--- src/rtl/inst_fetch_queue_pkg.sv ---
// Shared constants for the instruction fetch queue: exception field layout
// and the metadata word format (pc in the upper bits, exception bits below).
package inst_fetch_queue_pkg;

  localparam int EXCCODE_W    = 5;
  localparam int EXC_W        = EXCCODE_W + 2;
  localparam int EXC_CODE_LSB = 0;
  localparam int EXC_MISS_BIT = EXCCODE_W;
  localparam int EXC_FLAG_BIT = EXCCODE_W + 1;
  localparam int META_W       = 32 + EXC_W;

  // Packs the exception flag, refill flavour and code into the stored layout.
  function automatic logic [EXC_W-1:0] pack_exc(input logic exc,
                                                input logic miss,
                                                input logic [EXCCODE_W-1:0] code);
    return {exc, miss, code};
  endfunction

endpackage

--- src/rtl/inst_fetchq_ram.sv ---
// Storage for the fetch queue: a pc+exception metadata array written at
// allocation and an instruction array written when the word returns.
// Both arrays read combinationally at the queue head.
module inst_fetchq_ram
  import inst_fetch_queue_pkg::*;
#(
  parameter int DEPTH = 4,
  parameter int AW    = $clog2(DEPTH)
) (
  input  logic              clk,
  input  logic              meta_we,
  input  logic [AW-1:0]     meta_waddr,
  input  logic [META_W-1:0] meta_wdata,
  input  logic              inst_we,
  input  logic [AW-1:0]     inst_waddr,
  input  logic [31:0]       inst_wdata,
  input  logic [AW-1:0]     raddr,
  output logic [META_W-1:0] meta_rdata,
  output logic [31:0]       inst_rdata
);

  logic [META_W-1:0] meta_q [DEPTH];
  logic [META_W-1:0] meta_d [DEPTH];
  logic [31:0]       inst_q [DEPTH];
  logic [31:0]       inst_d [DEPTH];

  // Metadata write port: one entry per allocation.
  always_comb begin
    meta_d = meta_q;
    if (meta_we) meta_d[meta_waddr] = meta_wdata;
  end

  // Instruction write port: one entry per fill (or zero for exception entries).
  always_comb begin
    inst_d = inst_q;
    if (inst_we) inst_d[inst_waddr] = inst_wdata;
  end

  // Array state; contents need no reset since pointers gate visibility.
  always_ff @(posedge clk) begin
    meta_q <= meta_d;
    inst_q <= inst_d;
  end

  assign meta_rdata = meta_q[raddr];
  assign inst_rdata = inst_q[raddr];

endmodule

--- src/rtl/inst_fetch_queue.sv ---
// In-order instruction fetch queue with up to MAX_OUT outstanding bus reads.
// Flushes redirect all pointers to wptr; responses for requests issued before
// a flush are counted off in 'discard' and dropped in order.
// Optional build macro INST_FETCHQ_BYPASS_EN forwards a returning word straight
// to the decode outputs when the queue has no completed entry at its head.
module inst_fetch_queue
  import inst_fetch_queue_pkg::*;
#(
  parameter int DEPTH   = 4,
  parameter int MAX_OUT = 4
) (
  input  logic                 clk,
  input  logic                 resetn,
  input  logic                 req_valid_i,
  output logic                 req_ready_o,
  input  logic [31:0]          req_pc_i,
  input  logic [31:0]          req_paddr_i,
  input  logic                 req_cache_i,
  input  logic                 req_exc_i,
  input  logic                 req_exc_miss_i,
  input  logic [EXCCODE_W-1:0] req_exccode_i,
  output logic                 inst_req,
  output logic                 inst_cache,
  output logic [31:0]          inst_addr,
  input  logic                 inst_addr_ok,
  input  logic [31:0]          inst_rdata,
  input  logic                 inst_data_ok,
  input  logic                 flush_i,
  output logic                 valid_o,
  input  logic                 ready_i,
  output logic [31:0]          pc_o,
  output logic [31:0]          inst_o,
  output logic                 exc_o,
  output logic                 exc_miss_o,
  output logic [EXCCODE_W-1:0] exccode_o
);

  localparam int AW = $clog2(DEPTH);
  localparam int PW = AW + 1;
  localparam int DW = $clog2(MAX_OUT + 1);

  logic [PW-1:0] rptr_q, rptr_d, rsp_ptr_q, rsp_ptr_d, wptr_q, wptr_d;
  logic [DW-1:0] discard_q, discard_d;

  logic [PW-1:0]     occ, inflight;
  logic              discard_zero, rsp_valid, fill, bypass_hit, pop, space;
  logic              out_ok, exc_accept, bus_fire, alloc;
  logic [META_W-1:0] meta_rd, meta_wdata;
  logic [31:0]       ram_inst;

  assign occ          = wptr_q - rptr_q;
  assign inflight     = wptr_q - rsp_ptr_q;
  assign discard_zero = (discard_q == '0);
  // A data_ok with nothing outstanding is a bus protocol error and is ignored.
  assign rsp_valid    = inst_data_ok & (~discard_zero | (inflight != '0));
  assign fill         = rsp_valid & discard_zero & ~flush_i;

`ifdef INST_FETCHQ_BYPASS_EN
  assign bypass_hit = (rptr_q == rsp_ptr_q) & (inflight != '0) & discard_zero
                      & inst_data_ok & ~flush_i;
`else
  assign bypass_hit = 1'b0;
`endif

  assign valid_o = resetn & ~flush_i & ((rptr_q != rsp_ptr_q) | bypass_hit);
  assign pop     = valid_o & ready_i;
  assign space   = (occ < PW'(DEPTH)) | ((occ == PW'(DEPTH)) & pop);
  assign out_ok  = (32'(inflight) + 32'(discard_q)) < 32'(MAX_OUT);

  assign inst_req    = resetn & req_valid_i & ~req_exc_i & space & out_ok & ~flush_i;
  assign exc_accept  = resetn & req_valid_i & req_exc_i & space & (inflight == '0) & ~flush_i;
  assign bus_fire    = inst_req & inst_addr_ok;
  assign alloc       = bus_fire | exc_accept;
  assign req_ready_o = alloc;
  assign inst_cache  = req_cache_i;
  assign inst_addr   = req_paddr_i;

  assign meta_wdata = {req_pc_i, exc_accept ? pack_exc(1'b1, req_exc_miss_i, req_exccode_i)
                                            : pack_exc(1'b0, 1'b0, '0)};

  // Pointer and discard-counter next state; a flush overrides everything else.
  always_comb begin
    rptr_d    = rptr_q;
    rsp_ptr_d = rsp_ptr_q;
    wptr_d    = wptr_q;
    discard_d = discard_q;
    if (flush_i) begin
      rptr_d    = wptr_q;
      rsp_ptr_d = wptr_q;
      // Everything still on the bus, minus a response consumed this cycle.
      discard_d = DW'(32'(discard_q) + 32'(inflight) - 32'(rsp_valid));
    end else begin
      if (alloc)                     wptr_d    = wptr_q + PW'(1);
      if (exc_accept || fill)        rsp_ptr_d = rsp_ptr_q + PW'(1);
      if (rsp_valid && !discard_zero) discard_d = discard_q - DW'(1);
      if (pop)                       rptr_d    = rptr_q + PW'(1);
    end
  end

  // State registers with synchronous active-low reset.
  always_ff @(posedge clk) begin
    if (!resetn) begin
      rptr_q    <= '0;
      rsp_ptr_q <= '0;
      wptr_q    <= '0;
      discard_q <= '0;
    end else begin
      rptr_q    <= rptr_d;
      rsp_ptr_q <= rsp_ptr_d;
      wptr_q    <= wptr_d;
      discard_q <= discard_d;
    end
  end

  inst_fetchq_ram #(.DEPTH(DEPTH)) u_ram (
    .clk        (clk),
    .meta_we    (alloc),
    .meta_waddr (wptr_q[AW-1:0]),
    .meta_wdata (meta_wdata),
    .inst_we    (fill | exc_accept),
    .inst_waddr (rsp_ptr_q[AW-1:0]),
    .inst_wdata (exc_accept ? 32'h0 : inst_rdata),
    .raddr      (rptr_q[AW-1:0]),
    .meta_rdata (meta_rd),
    .inst_rdata (ram_inst)
  );

  assign pc_o       = meta_rd[META_W-1 -: 32];
  assign inst_o     = bypass_hit ? inst_rdata : ram_inst;
  assign exc_o      = meta_rd[EXC_FLAG_BIT];
  assign exc_miss_o = meta_rd[EXC_MISS_BIT];
  assign exccode_o  = meta_rd[EXC_CODE_LSB +: EXCCODE_W];

  a_data_ok_expected: assert property (@(posedge clk) disable iff (!resetn)
    inst_data_ok |-> ((inflight != '0) || !discard_zero));

endmodule
--- config.mk ---
export PLATFORM = sky130hd
export DESIGN_NAME = inst_fetch_queue
export DESIGN_NICKNAME = d
export VERILOG_FILES = /design/src/rtl/inst_fetch_queue_pkg.sv /design/src/rtl/inst_fetchq_ram.sv /design/src/rtl/inst_fetch_queue.sv
export SDC_FILE = /design/constraint.sdc
export NUM_CORES = 1
export LEC_CHECK = 0
export CORE_ASPECT_RATIO = 1.2
export CORE_MARGIN = 4
export CORE_UTILIZATION = 55
export CTS_BUF_LIST = sky130_fd_sc_hd__clkbuf_16
export DETAILED_ROUTE_END_ITERATION = 10
export PLACE_DENSITY = 0.88
export SETUP_SLACK_MARGIN = 0.15
export SLEW_MARGIN = 20
export SYNTH_ARGS = -nofsm -noshare
export SYNTH_HDL_FRONTEND = slang
export SYNTH_SLANG_ARGS = --single-unit
--- constraint.sdc ---
create_clock -name clk -period 10.1 [get_ports clk]
set_clock_uncertainty 0.15 [all_clocks]
set_input_delay 2.02 -clock clk [delete_from_list [all_inputs] [get_ports clk]]
set_output_delay 2.02 -clock clk [all_outputs]
set_load 0.1 [all_outputs]
Word-level counts from Yosys, hierarchy flattened

Cells that the tools add are included.

Flip-flop bits (word level): 296
Latch bits: 0
RAM bits: 0
ROM bits: 0
Input bits: 111
Output and inout port bits: 107
Word-level logic and storage cells: 88
Memories kept: 0

Add/sub/neg operators: 8
Multipliers: 0
Divide/modulo/power cells: 0
Magnitude comparators: 7
Eq/ne operators: 2
Shift-type cells: 0
Multiplexer cells: 20
Bitwise gates (word level): 27
Reductions and logical operators: 12

Operators by type and width:

| kind                                                                         | number |
|---|---|
| 156-bit bitwise mux                                                          | 1 |
| 128-bit bitwise mux                                                          | 1 |
| 32-bit 2-to-1 mux                                                            | 4 |
| 39-bit 2-to-1 mux                                                            | 3 |
| 39-bit binary-select mux with 2-bit select                                   | 1 |
| 39-bit demux with 2-bit select                                               | 1 |
| 32-bit binary-select mux with 2-bit select                                   | 1 |
| 32-bit demux with 2-bit select                                               | 1 |
| 3-bit 2-to-1 mux                                                             | 6 |
| 1-bit AND                                                                    | 17 |
| 3-bit by 1-bit adder with 3-bit output, second input constant                | 3 |
| 3-bit >= comparator, second input constant                                   | 3 |
| 2-bit inverter with 3-bit output                                             | 3 |
| 7-bit 2-to-1 mux                                                             | 1 |
| 3-bit logical NOT                                                            | 2 |
| 3-bit by 1-bit less-than comparator with 1-bit output, second input constant | 2 |
| 2-bit nonzero test                                                           | 3 |
| 3-bit subtractor                                                             | 2 |
| 3-bit by 3-bit adder with 4-bit output                                       | 1 |
| 4-bit by 3-bit less-than comparator with 1-bit output, second input constant | 1 |
| 1-bit bitwise OR                                                             | 4 |
| 3-bit == test, second input constant                                         | 1 |
| 1-bit logical AND                                                            | 3 |
| 3-bit less-than comparator, second input constant                            | 1 |
| other kinds (8)                                                              | 10 |

Longest topological paths before layout

Depth after elaboration: 12
Depth in mapped cells: 12

By module

From an unflattened synthesis, not the netlist that was laid out.

Cells, all modules: 573
Area total of the unflattened synthesis: 11931.4 um2

Modules (own cells, without submodules):

| module           | times used | cells each | area an instance (um2) |
|---|---|---|---|
| inst_fetchq_ram  | 1          | 379        | 10383.7 |
| inst_fetch_queue | 1          | 194        | 1547.7 |

Least setup slack after synthesis

Ideal clock, no wire load.

Kind: in2out
From: input resetn
To: output inst_req
Arrival: 6264 ps
Setup slack: 1666 ps
Stages on the path: 4
Path through: nor2b_1 o31a_1 a32oi_2 nor4_1

Cells in the longest elaborated chain, start to end: 8

Ends and longest elaborated chain:

| what                    | line                   | text |
|---|---|---|
| start, declared         | inst_fetch_queue.sv:13 | `input logic resetn,` |
| 1-bit AND (2 in series) | inst_fetch_queue.sv:65 | `assign valid_o = resetn & ~flush_i & ((rptr_q != rsp_ptr_q) \| bypass_hit);` |
| net valid_o             | inst_fetch_queue.sv:29 | `output logic valid_o,` |
| 1-bit AND               | inst_fetch_queue.sv:66 | `assign pop = valid_o & ready_i;` |
| 1-bit AND               | inst_fetch_queue.sv:67 | `assign space = (occ < PW'(DEPTH)) \| ((occ == PW'(DEPTH)) & pop);` |
| 1-bit bitwise OR        | inst_fetch_queue.sv:67 |  |
| 1-bit AND (3 in series) | inst_fetch_queue.sv:70 | `assign inst_req = resetn & req_valid_i & ~req_exc_i & space & out_ok & ~flush_i;` |
| end, declared           | inst_fetch_queue.sv:22 | `output logic inst_req,` |

The timed path passes the listed nets, and every way through them passes these cells.

Final worst setup path

From: input resetn
To: output req_ready_o

Cells in the longest elaborated chain, start to end: 10

Ends and longest elaborated chain:

| what                    | line                   | text |
|---|---|---|
| 1-bit AND (2 in series) | inst_fetch_queue.sv:65 |  |
| 1-bit AND               | inst_fetch_queue.sv:66 |  |
| 1-bit AND               | inst_fetch_queue.sv:67 |  |
| 1-bit bitwise OR        | inst_fetch_queue.sv:67 |  |
| 1-bit AND (3 in series) | inst_fetch_queue.sv:70 |  |
| 1-bit AND               | inst_fetch_queue.sv:72 | `assign bus_fire = inst_req & inst_addr_ok;` |
| 1-bit bitwise OR (*)    | inst_fetch_queue.sv:73 | `assign alloc = bus_fire \| exc_accept;` |
| end, declared           | inst_fetch_queue.sv:15 | `output logic req_ready_o,` |

Mark *: on every way between the ends. The rest lies on a longest branch, timed or not.

==> results_dict.tcl <==
set metrics [dict create \
    ys.flop_type "edfxtp_1" \
    power.density_mw_per_mm2 213.2 \
    cp_slowest_cell "clkdlybuf4s50_1" \
    grt_usage_pct 19.46 \
    drtIter0Drc 480 \
    numClockSinks 296 \
    rr_endpoint "u_ram.meta_q[121]" \
    die_x_um 142.5 \
    hold_slack_ps 385.2 \
    cts_buffers 28 \
    startpoint "resetn" \
    peakVddDrop_mv 0.2507 \
    hold_buffers 0 \
    r2r_start "wptr_q[0]" \
    slew_headroom_pct 26.40 \
    postSynthAreaPerCell_um2 20.27 \
    crit_type "input port to primary output" \
    start_kind "input port" \
    drive_above_1_share_pct 17.68 \
    synth_warnings 0 \
    synth_edf_count 284 \
    vias_per_cell 5.803 \
    antenna_cells 0 \
    async_reset_ff_share_pct 0 \
    synth_compound_area_share_pct 1.834 \
    tightest_slew_ps 1104 \
    critPathMostFrequentCell "clkdlybuf4s50_1" \
    hpwl_mm 14.21 \
    clockBufferDepth 3 \
    routedWlPerCell_um 23.01 \
    ios 218 \
    hold_viol_final 0 \
    setup_viol 0 \
    io_buffers 151 \
    layout.nets 852 \
    worstPathCellList "clkdlybuf4s50_1 -> nor2b_1 -> o31a_1 -> a32o_2 -> and2_1 -> clkdlybuf4s50_1" \
    synthDominantCellAreaShare_pct 71.45 \
    postRouteAntennaNets 0 \
    yosys.area_share.simple_pct 4.266 \
    dieArea_mm2 0.02413 \
    synth_cell_types 45 \
    ff2ff_setup_slack_ps 5860 \
    min_period_ps 7434 \
    synth-adder-area-share_pct 2.390 \
    clock_latency_ps 530 \
    grt_pass1_vias 6389 \
    crit_path_end_kind "primary output" \
    core_mm2 0.02119 \
    p_leak_uw 0.004692 \
    clk_pin_slew_ps 60 \
    synth_nets 721 \
    grt_pass1_wl_mm 35.94 \
    grt_max_degree 75 \
    fin_setup_tns_ps 0 \
    synthTopCellsByArea "edfxtp_1 71%, mux4_2 13%, buf_4 2.1%, dfxtp_1 2.0%, and2_1 1.9%" \
    synth-xor-area-share_pct 0.9434 \
    maxCapViolations 0 \
    fillCellCount 1303 \
    htreeDepth 1 \
    area_growth_syn_to_layout_pct 20.93 \
    synth_top_family_by_area "multiplexers" \
    post_cts_buffers 0 \
    critPathMaxFanout 15 \
    yosysTopAreaCell "edfxtp_1" \
    synth.area.mux_share_pct 13.56 \
    antenna_found_initial 1 \
    cpPeakStageDelay_ps 1150 \
    syn_area_mm2 0.01194 \
    arrival_ps 5260 \
    synth_top_cells_by_count "284 x edfxtp_1, 71 x mux4_2, 37 x and2_1" \
    crit_family "buffers and inverters" \
    crit_buf_inv 2 \
    rows 58 \
    rsz0062_at_grt "false" \
    synth_most_common_cell "edfxtp_1" \
    synth_cells 589 \
    ys_ff_latch 296 \
    endpoint "req_ready_o" \
    clock.fmax_ghz 0.1345 \
    report.final.slew_viol_count 0 \
    first_pass_iters 5 \
    cp.depth 6 \
    drc 0 \
    period_share_pct 73.61 \
    cts_root_buf "clkbuf_16" \
    status "finished, final reports clean" \
    cts_tree "yes" \
    ff2ff_path_depth 10 \
    vias 5867 \
    whs_path_depth 1 \
    wl_mm 23.26 \
    start_util_pct 56.33 \
    min_path_type "register to register" \
    ys_seq_area_share_pct 73.46 \
    worstPathRequired_ps 7930 \
    gp_congestion 0.9221 \
    grt-ovfl-total 0 \
    cts-resized-gates 0 \
    die_h_um 169.4 \
]
cell families after synthesis:
kind of cell	Yosys count
multiplexers	73
XOR/XNOR	11
flip-flops	296
AND/OR/NAND/NOR	87
AO/OA/AOI/OAI	29
buffers and inverters	72
adder cells (fa/ha/maj)	21
worst min path at each step:
stage,startpoint,slack [ps],end
finish,wptr_q[2],390,wptr_q[2]
global route,wptr_q[2],400,wptr_q[2]
CTS,wptr_q[2],380,wptr_q[2]
detailed placement,wptr_q[2],360,wptr_q[2]
global placement,wptr_q[2],350,wptr_q[2]
floorplan,wptr_q[2],330,wptr_q[2]
metrics by stage:
| stage | power, uW | worst slack (ps) | util [%] | std cells | cell area, um^2 |
|---|---|---|---|---|---|
| after floorplan | 1951 | 1666 | - | 589 | 11940 |
| after global placement | 2028 | 2860 | 63.61 | 960 | 13480 |
| after detailed placement | 2051 | 2712 | 63.61 | 960 | 13480 |
| after CTS | 3101 | 2701 | 68.10 | 1011 | 14430 |
| after global routing | 3198 | 2465 | 68.12 | 1011 | 14440 |
| final | 3077 | 2666 | 68.12 | 1011 | 14440 |
layout by cell type, fill, tap and decap left out, types with 3 or more instances in the layout:
| cell type | n |
|---|---|
| o21ai_0 | 5 |
| bufinv_16 | 4 |
| and2_1 | 37 |
| ha_1 | 18 |
| nand3_1 | 8 |
| and3_1 | 7 |
| xor2_1 | 6 |
| fa_1 | 3 |
| inv_1 | 19 |
| buf_4 | 5 |
| nand2_1 | 11 |
| nor2_1 | 5 |
| mux4_2 | 71 |
| edfxtp_1 | 284 |
| nor2b_1 | 3 |
| clkinvlp_4 | 6 |
| nor3_1 | 4 |
| dfxtp_1 | 10 |
| clkdlybuf4s50_1 | 151 |
| xnor2_1 | 4 |
| a21oi_1 | 5 |
| clkbuf_16 | 28 |
| and3_2 | 3 |
| clkinv_1 | 6 |
area by class of cell:
class,count,area (um^2),share of cell area [%]
clock inverters,23,251.5,1.742
well taps,270,337.8,2.340
clock buffers,28,700.7,4.854
repair buffers,157,1560,10.81
multi-input cells,221,2749,19.04
inverters,16,60.06,0.4161
flip-flops and latches,296,8776,60.80
layer usage:
layer,share of wire (%),global-route usage [%],up-vias
met5,0.034,0,-
met4,2.5,5.870,2
met3,8.5,5.552,51
met2,52,33.59,257
met1,37,24.01,2961
li1,-,-,2596
flip-flops by register name, indices dropped and copies added (netlist names):
name	cells
u_ram.meta_q	156
u_ram.inst_q	128
discard_q	3
rptr_q	3
rsp_ptr_q	3
wptr_q	3
power breakdown:
part           leakage, uW  total [uW]  internal, uW  switching [uW]
Combinational      0.00157         609           190             419
Sequential         0.00267        1420          1400            22.0
Clock             0.000452        1050           613             439
Total              0.00469        3080          2200             880
(Power assumes the default switching activity.)
